$ cat src/rtl/adler32_pkg.sv
// Shared Adler-32 constants, FSM encoding and modular add.
// Used by both the checker and the generator.
package adler32_pkg;

    localparam int DATA_WD         = 32;
    localparam int ADLER32_HALF_WD = 16;
    localparam logic [ADLER32_HALF_WD:0] MOD_BASE = 17'd65521;

    typedef logic [ADLER32_HALF_WD-1:0] half_t;

    typedef enum logic [2:0] {
        ST_IDLE,
        ST_ACTV,
        ST_B2,
        ST_B3,
        ST_B4,
        ST_WCHK,
        ST_DONE
    } state_t;

    // Both operands are below MOD_BASE, so one subtract is enough.
    function automatic half_t mod_add(input half_t a, input half_t b);
        logic [ADLER32_HALF_WD:0] t;
        t = {1'b0, a} + {1'b0, b};
        if (t >= MOD_BASE) begin
            t = t - MOD_BASE;
        end
        return t[ADLER32_HALF_WD-1:0];
    endfunction

endpackage

$ cat src/rtl/adler32_byte_upd.sv
// Combinational Adler-32 single-byte update of s1/s2.
// Shared between checker and generator.
import adler32_pkg::*;

module adler32_byte_upd (
    input  logic [7:0] b,
    input  half_t      s1,
    input  half_t      s2,
    output half_t      s1_nxt,
    output half_t      s2_nxt
);

    assign s1_nxt = mod_add(s1, {8'h00, b});
    assign s2_nxt = mod_add(s2, s1_nxt);

endmodule

$ cat config.mk
export PLATFORM = sky130hd
export DESIGN_NAME = adler32_byte_upd
export DESIGN_NICKNAME = d
export VERILOG_FILES = /design/src/rtl/adler32_pkg.sv /design/src/rtl/adler32_byte_upd.sv
export SDC_FILE = /design/constraint.sdc
export NUM_CORES = 1
export LEC_CHECK = 0
export CORE_MARGIN = 5
export CORE_UTILIZATION = 45
export DETAILED_ROUTE_END_ITERATION = 12
export MAX_ROUTING_LAYER = met4
export PLACE_DENSITY_LB_ADDON = 0.12
export SLEW_MARGIN = 20
export SYNTH_ARGS = -nofsm -noshare
export SYNTH_HDL_FRONTEND = slang
export SYNTH_SLANG_ARGS = --single-unit
export TNS_END_PERCENT = 50
$ cat constraint.sdc
create_clock -name vclk -period 10.7
set_input_delay 2.14 -clock vclk [all_inputs]
set_output_delay 2.14 -clock vclk [all_outputs]
set_load 0.005 [all_outputs]
# Yosys cells after proc, flatten, opt, wreduce, memory -nomap -nowiden

Index checks and enable logic that the tools add are counted.
Widths: inputs -> output; s select.

Word-level logic and storage cells: 8
Output and inout bits: 32
Bits of input ports: 40
Bits in registers: 0

Magnitude comparators: 2
Multiplexer cells: 2
Add/sub/neg operators: 4

Operators by type and width:

| operator               | count |
|---|---|
| $ge 17x16->1 const B   | 2 |
| $mux 16                | 2 |
| $sub 16x16->16 const B | 2 |
| $add 16x16->17         | 1 |
| $add 16x8->17          | 1 |

# Longest topological paths before layout

Gate-level depths: netlist of run 1.

Depth after elaboration: 6
Gate-level depth with buffers: 24

# Least setup slack after synthesis of run 1

OpenSTA, ideal clock, no wires.

Path kind: input -> output
Start: input port b[0]
End: output port s2_nxt[10]
Path buffers: 1
Cell stages on the path: 22
Data arrival time: 6,745 ps
Slack: 1,815 ps
Cell sequence: ha_1 -> inv_1 -> fa_1 -> nor2b_1 -> o2111ai_1 -> nand2_1 -> o41ai_2 -> nor4_1 -> a31oi_2 -> xnor2_1 -> ha_1 -> inv_1 -> fa_1 -> nand3b_4 -> a21oi_2 -> o21ai_2 -> a311oi_4 -> nand3_1 -> nor3b_2 -> a41oi_2 -> buf_6 -> o32a_1

Cells in the longest elaborated chain, start to end: 6
Elaborated cells on any way between the ends: 8
Those cells by class: add/sub: 4; order compare: 2; mux: 2

RTL lines:

| item                                                  | line                                 | source |
|---|---|---|
| start: declaration                                    | adler32_byte_upd.sv:6                | `input logic [7:0] b,` |
| $add 16x8->17 (*)                                     | adler32_pkg.sv:24                    | `t = {1'b0, a} + {1'b0, b};` |
| $sub 16x16->16 / $ge 17x16->1 (equally long branches) | adler32_pkg.sv:26, adler32_pkg.sv:25 |  |
| $mux 16 (*)                                           | adler32_pkg.sv:25                    | `if (t >= MOD_BASE) begin` |
| via s1_nxt[0]                                         | adler32_byte_upd.sv:9                | `output half_t s1_nxt,` |
| $add 16x16->17 (*)                                    | adler32_pkg.sv:24                    |  |
| $sub 16x16->16 / $ge 17x16->1 (equally long branches) | adler32_pkg.sv:26, adler32_pkg.sv:25 |  |
| $mux 16 (*)                                           | adler32_pkg.sv:25                    |  |
| end: declaration                                      | adler32_byte_upd.sv:10               | `output half_t s2_nxt` |

Mark *: on every way through the listed nets, which the timed path passes. The rest lies on a longest branch.

# Worst setup path in the final report of run 1

Start: input port b[0]
End: output port s2_nxt[2]

Cells in the longest elaborated chain, start to end: 6
Elaborated cells on any way between the ends: 8
Those cells by class: add/sub: 4; order compare: 2; mux: 2

RTL lines:

| item                                                  | line |
|---|---|
| $add 16x8->17 (*)                                     | adler32_pkg.sv:24 |
| $sub 16x16->16 / $ge 17x16->1 (equally long branches) | adler32_pkg.sv:26, adler32_pkg.sv:25 |
| $mux 16 (*)                                           | adler32_pkg.sv:25 |
| $add 16x16->17 (*)                                    | adler32_pkg.sv:24 |
| $sub 16x16->16 / $ge 17x16->1 (equally long branches) | adler32_pkg.sv:26, adler32_pkg.sv:25 |
| $mux 16 (*)                                           | adler32_pkg.sv:25 |

Mark *: on every way between the ends. The rest lies on a longest branch, timed or not.

==> run metrics, run 1 <==
Worst Tran Pin Value roughly 560 ps; DRT antenna net count 0; syn_area_per_cell between 7 and 8 sq um; shortest period the worst path allows slightly above 10,000 ps; Final GP Congestion around 0.85; die area approximately 6300 sq um; num sequential 0; sequential share of the synthesized area 0%; final hold violation count 0; RSZ-0062 raised after global routing false; Synth-to-Final Area Change 39.6%; Synth Area in Adders between 10% and 20%; Max-Cap Viols 0; WL/cell ~12 microns; first-pass GRT wire length a little under 9 mm; leakage power roughly 1.2 nW; Vias/cell between 5 and 6; Met1 Routed Length about 2.4 mm; largest area contributor in the netlist ha_1; Iteration-0 DRC Markers 70; Worst setup EP type primary output; GR Util All Layers roughly 17%; # setup viols final 0; initial antenna violation count 0; total gr overflow 0; # rows 25; core area ~4700 sq um; largest net degree at the start of global routing 10; initial core utilization 46.3%; Pre-antenna DRT Iters 4; fmax around 0.097 GHz; Die W around 80 microns; xor/xnor share of the synthesized area between 10% and 20%; met2 routed WL approximately 2.7 mm; YS warnings 0; Synth Instances about 300; worst vdd ir about 0.057 mV; DR WL met3 around 220 microns; Req. time, crit path ~8600 ps; Yosys top cell area share between 10% and 20%; Critical Path AT between 8000 and 9000 ps; max-slew violations 0; Remaining DRCs 0; most frequent cells in the layout clkdlybuf4s50_1 (72), nor2_1 (32), nand2_1 (30), ha_1 (30), xnor2_1 (20); Pwr Total about 350 uW; Ant. Diodes 0; power per cell area 116 nW/um^2; Netlist cell types between 60 and 70; TNS Setup 0 ps; Highest Signal Layer met4; die height between 70 and 80 microns; final wirelength about 5.4 mm; clock buffers 0; fin nets between 400 and 500; crit-path max FO 8; Synth Area in Compound Gates roughly 29%; layout cells sized above 1 between 10 and 15%; DR vias between 2,000 and 2,500; Synth Cell Area 2180 sq um; DP HPWL 4.79 mm; Multi-input gate area between 2000 and 2500 sq um; fillers about 450; post-synthesis net count ~370; Hold Crit Class in2out; fin crit share between 90% and 100%; Slew HR 62.3%; Simple-Gate Fraction of Synth Area between 20% and 30%; # IOs about 70; largest family of logic cells by synthesized area compound AO/OA/AOI/OAI gates; synth top area cells ha_1 (17%), xnor2_1 (8.8%), xor2_1 (6.4%), nor2_1 (5.5%), nand2_1 (5.2%); Buffers on Ports between 70 and 80; most common cell after layout, fill and taps aside clkdlybuf4s50_1; Register Area 0 sq um; Critical Path Start Type primary input; vias in the first global route approximately 2,100; multiplexer area fraction after synthesis 2.75%; status finished clean; critical path type in2out; worst hold slack 5390 ps
[repair_timing]
item                       in CTS  in global routing
gates resized for setup         0                  9
hold buffers                    0                  0
setup endpoints to repair       0                 16
buffers inserted                0                  1
[per-stage QoR]
stage / area [sq um] / utilization (%) / worst slack, ps / cells
floorplan: 2180 / - / 1810 / 296
global placement: 2980 / 63.1 / 304 / 434
detailed placement: 2980 / 63.1 / 283 / 434
CTS: 2980 / 63.1 / 241 / 434
global route: 3050 / 64.6 / 23.9 / 435
finish: 3050 / 64.6 / 431 / 435
[synth_stat cells (5+ instances only)]
master / count
nand2_1: 30
nand4_1: 5
inv_1: 15
nor2b_1: 5
ha_1: 30
xnor2_1: 22
nor2_1: 32
o211ai_1: 5
mux2i_1: 6
a21oi_1: 14
nand3_1: 9
xor2_1: 16
o21ai_0: 14
a21o_1: 6
nor3_1: 8
[per-layer routing]
layer  global-route usage, %  up-vias
li1                        -     1234
met1                    20.7     1062
met2                    31.4       55
met3                   0.451        4
met4                   0.515        0
met5                       -        -
[kinds of logic after synthesis]
logic type	after synthesis
compound gates	81
xor+xnor	40
fa+ha+maj	32
buf+inv	19
mux	6
simple gates	118
[where the power goes]
part	internal (mW)	switching, mW	total [mW]
logic	0.177	0.176	0.353
registers	0	0	0
clock network	0	0	0
total	0.177	0.176	0.353
[layout make-up]
cell class	count	area share, %
multi-input combinational	277	70.8
timing repair buffer	76	24.6
tap	67	2.75
inverter	15	1.85
[worst paths after layout]
| check | from | end | cells after the start |
|---|---|---|---|
| worst min-delay path | s1[15] | s1_nxt[15] | 4 |
| worst max-delay path | b[0] | s2_nxt[2] | 25 |
[worst max-delay path, cell delays in order]
cell and delay, ps:
clkdlybuf4s50_1 460, ha_1 170, inv_1 60, fa_1 420, xor2_2 260, nand3_1 140, nor2_1 240, a211oi_1 110
and3_1 220, a31oi_4 320, xnor2_2 170, ha_1 220, inv_1 60, fa_1 400, nand3b_4 220, a2111oi_2 380
nor3_2 140, xnor2_1 290, nand3_2 180, nor3b_4 280, a41oi_2 230, buf_4 240, nor2b_1 140, xnor2_1 120
clkdlybuf4s50_1 510
Power figures use the tool's default switching activity.
==> inputs of run 2 (changes only) <==
--- a/config.mk
+++ b/config.mk
@@ -5,6 +5,7 @@
 export SDC_FILE = /design/constraint.sdc
 export NUM_CORES = 1
 export LEC_CHECK = 0
+export CAP_MARGIN = 25
 export CORE_MARGIN = 5
 export CORE_UTILIZATION = 45
 export DETAILED_ROUTE_END_ITERATION = 12
==> constraint.sdc (replaced) <==
create_clock -name vclk -period 10.7
set_input_delay 1.605 -clock vclk [all_inputs]
set_output_delay 1.605 -clock vclk [all_outputs]
set_load 0.005 [all_outputs]
==> run 2 against run 1 <==
Net effect:
- global-route usage rose by 0.12 points
- worst hold slack worse by 1100 ps
- sequential share of layout area unchanged
- design area down 3.0%
- wire length shrank 0.28%
- total power down 2.8%
- combinational power down 3%
- sequential cell count is the same
- via count down 1.6%
- largest power group unchanged
==> run metrics, run 2 (synthesis results as in run 1) <==
worst vdd ir 0.0535 mV (-5.9%); max-slew violations 0 (unchanged); met1 Track Usage GR 20.9% (+0.15 points); worst hold slack 4310 ps (-1080 ps); Worst Tran Pin Value 826 ps (+265 ps); Hold Crit Class in2out; fmax 0.104 GHz (+7.0%); Sw Share 49.9% (+0.071 points); fin nets 438 (-0.90%); shortest period the worst path allows 9600 ps (-671 ps); hold depth 4 (unchanged); Die W 79.7 microns (unchanged); critical path type in2out; Psw 171 uW (-2.7%); first-pass GRT wire length 8.95 mm (+0.54%); initial core utilization 46.3% (unchanged); Critical Path Start Type primary input; met2 Use GR 32.0% (+0.58 points); most common cell after layout, fill and taps aside clkdlybuf4s50_1; Non-Filler Instances 431 (-0.92%); final hold violation count 0 (unchanged); fin crit share 89.7% (-6.3 points); Combinational Power Share 100.0% (about the same); DR vias 2,318 (-1.6%); DRT antenna net count 0 (unchanged); Pwr Total 343 uW (-2.8%); Final GP Congestion 0.874 (+2.3%); cts repair resizes 0 (unchanged); Clk pwr share 0% (unchanged); most frequent cells in the layout clkdlybuf4s50_1 (72), nor2_1 (32), nand2_1 (30), ha_1 (30), xnor2_1 (22); Post-CTS Repair Setup Buffers 0 (unchanged); num sequential 0 (unchanged); total gr overflow 0 (unchanged); Remaining DRCs 0 (unchanged); final wirelength 5.37 mm (-0.28%); initial antenna violation count 0 (unchanged); Max-Cap Viols 0 (unchanged); Vias/cell 5.38 (-0.66%); met3 Use GR 0% (-0.45 points); Synth-to-Final Area Change 35.5%; GRT Max-Usage Layer met2; crit-path max FO 12 (+4); TNS Setup 0 ps (unchanged); placed instance count 431 (-0.69%); WL/cell 12.5 microns (+0.65%); Worst setup EP type primary output; status finished clean; DP HPWL 4.82 mm (+0.66%); largest net degree at the start of global routing 13 (+3); power per cell area 116 nW/um^2 (+0.16%); Register Area 0 sq um (unchanged); core area 4720 sq um (unchanged); RSZ-0062 raised after global routing false; Pre-antenna DRT Iters 4 (unchanged); Buffers on Ports 72 (unchanged); die height 79.7 microns (unchanged); Slew HR 44.4% (-18 points); layout cells sized above 1 8.24% (-2.6 points); Post-CTS Hold Fix Bufs 0 (unchanged); Req. time, crit path 9100 ps (+540 ps); Hold Crit Start s1[15]; leakage power 1.19 nW (-3.2%); sequential share of power 0% (unchanged); sink of the worst hold path s1_nxt[15]; # setup viols final 0 (unchanged); Critical Path AT 7990 ps (-140 ps); clock buffers 0 (unchanged); crit path launch b[0]; die area 6350 sq um (unchanged); Ant. Diodes 0 (unchanged); P_int 172 uW (-3.0%); Iteration-0 DRC Markers 57 (-19%); # rows 25 (unchanged); GR Util All Layers 16.8% (+0.12 points); vias in the first global route 2,142 (-0.047%); # IOs 72 (unchanged)
run 2: changes by cell type in the layout (fill, tap and decap cells not counted), sizes merged:
cell / before / now
buf: 4 / 0
run 2: area by class of cell:
class	instances	area, sq um
inverters	15	56.3
fillers	456	1760
repair buffers	72	721
well taps	67	83.8
multi-input cells	277	2100
run 2: critical path, cell delays in order:
cell and delay [ps]:
clkdlybuf4s50_1 460, ha_1 170, inv_1 50, fa_1 390, nor2b_1 170, o2111ai_1 120, nand2_1 130, o41ai_2 130
nor4_1 720, a31oi_2 200, xnor2_1 270, ha_1 230, inv_1 60, fa_1 400, nand3b_4 220, a21oi_2 210
o21ai_2 100, a311oi_4 370, nand3_1 220, nor3b_2 320, a41oi_2 410, nor3b_1 360, xor2_1 160, clkdlybuf4s50_1 510
run 2: worst max path at each step:
| stage | end | slack (ps) | depth (start not counted) |
|---|---|---|---|
| floorplan | s2_nxt[10] | 2880 | 22 |
| global placement | s2_nxt[9] | 1280 | 23 |
| detailed placement | s2_nxt[9] | 1080 | 24 |
| CTS | s2_nxt[9] | 1060 | 24 |
| global route | s2_nxt[9] | 550 | 24 |
| finish | s2_nxt[9] | 1100 | 24 |
run 2: power by group through the flow:
stage / Clock [mW] / Sequential [mW] / Combinational, mW
floorplan: 0 / 0 / 0.221
global placement: 0 / 0 / 0.340
detailed placement: 0 / 0 / 0.344
CTS: 0 / 0 / 0.346
global route: 0 / 0 / 0.378
finish: 0 / 0 / 0.343
run 2: layer usage:
| metal | up-vias | wire length, microns |
|---|---|---|
| met1 | 1045 | 2480 |
| met5 | - | 0 |
| met4 | 0 | 14 |
| met3 | 2 | 174 |
| li1 | 1229 | - |
| met2 | 42 | 2710 |
run 2: per-stage QoR:
stage / util, % / setup WS (ps) / area, sq um
after floorplan: - / 2880 / 2180
after global placement: 62.6 / 1280 / 2960
after detailed placement: 62.6 / 1080 / 2960
after CTS: 62.6 / 1060 / 2960
after global routing: 62.6 / 548 / 2960
final: 62.6 / 1100 / 2960
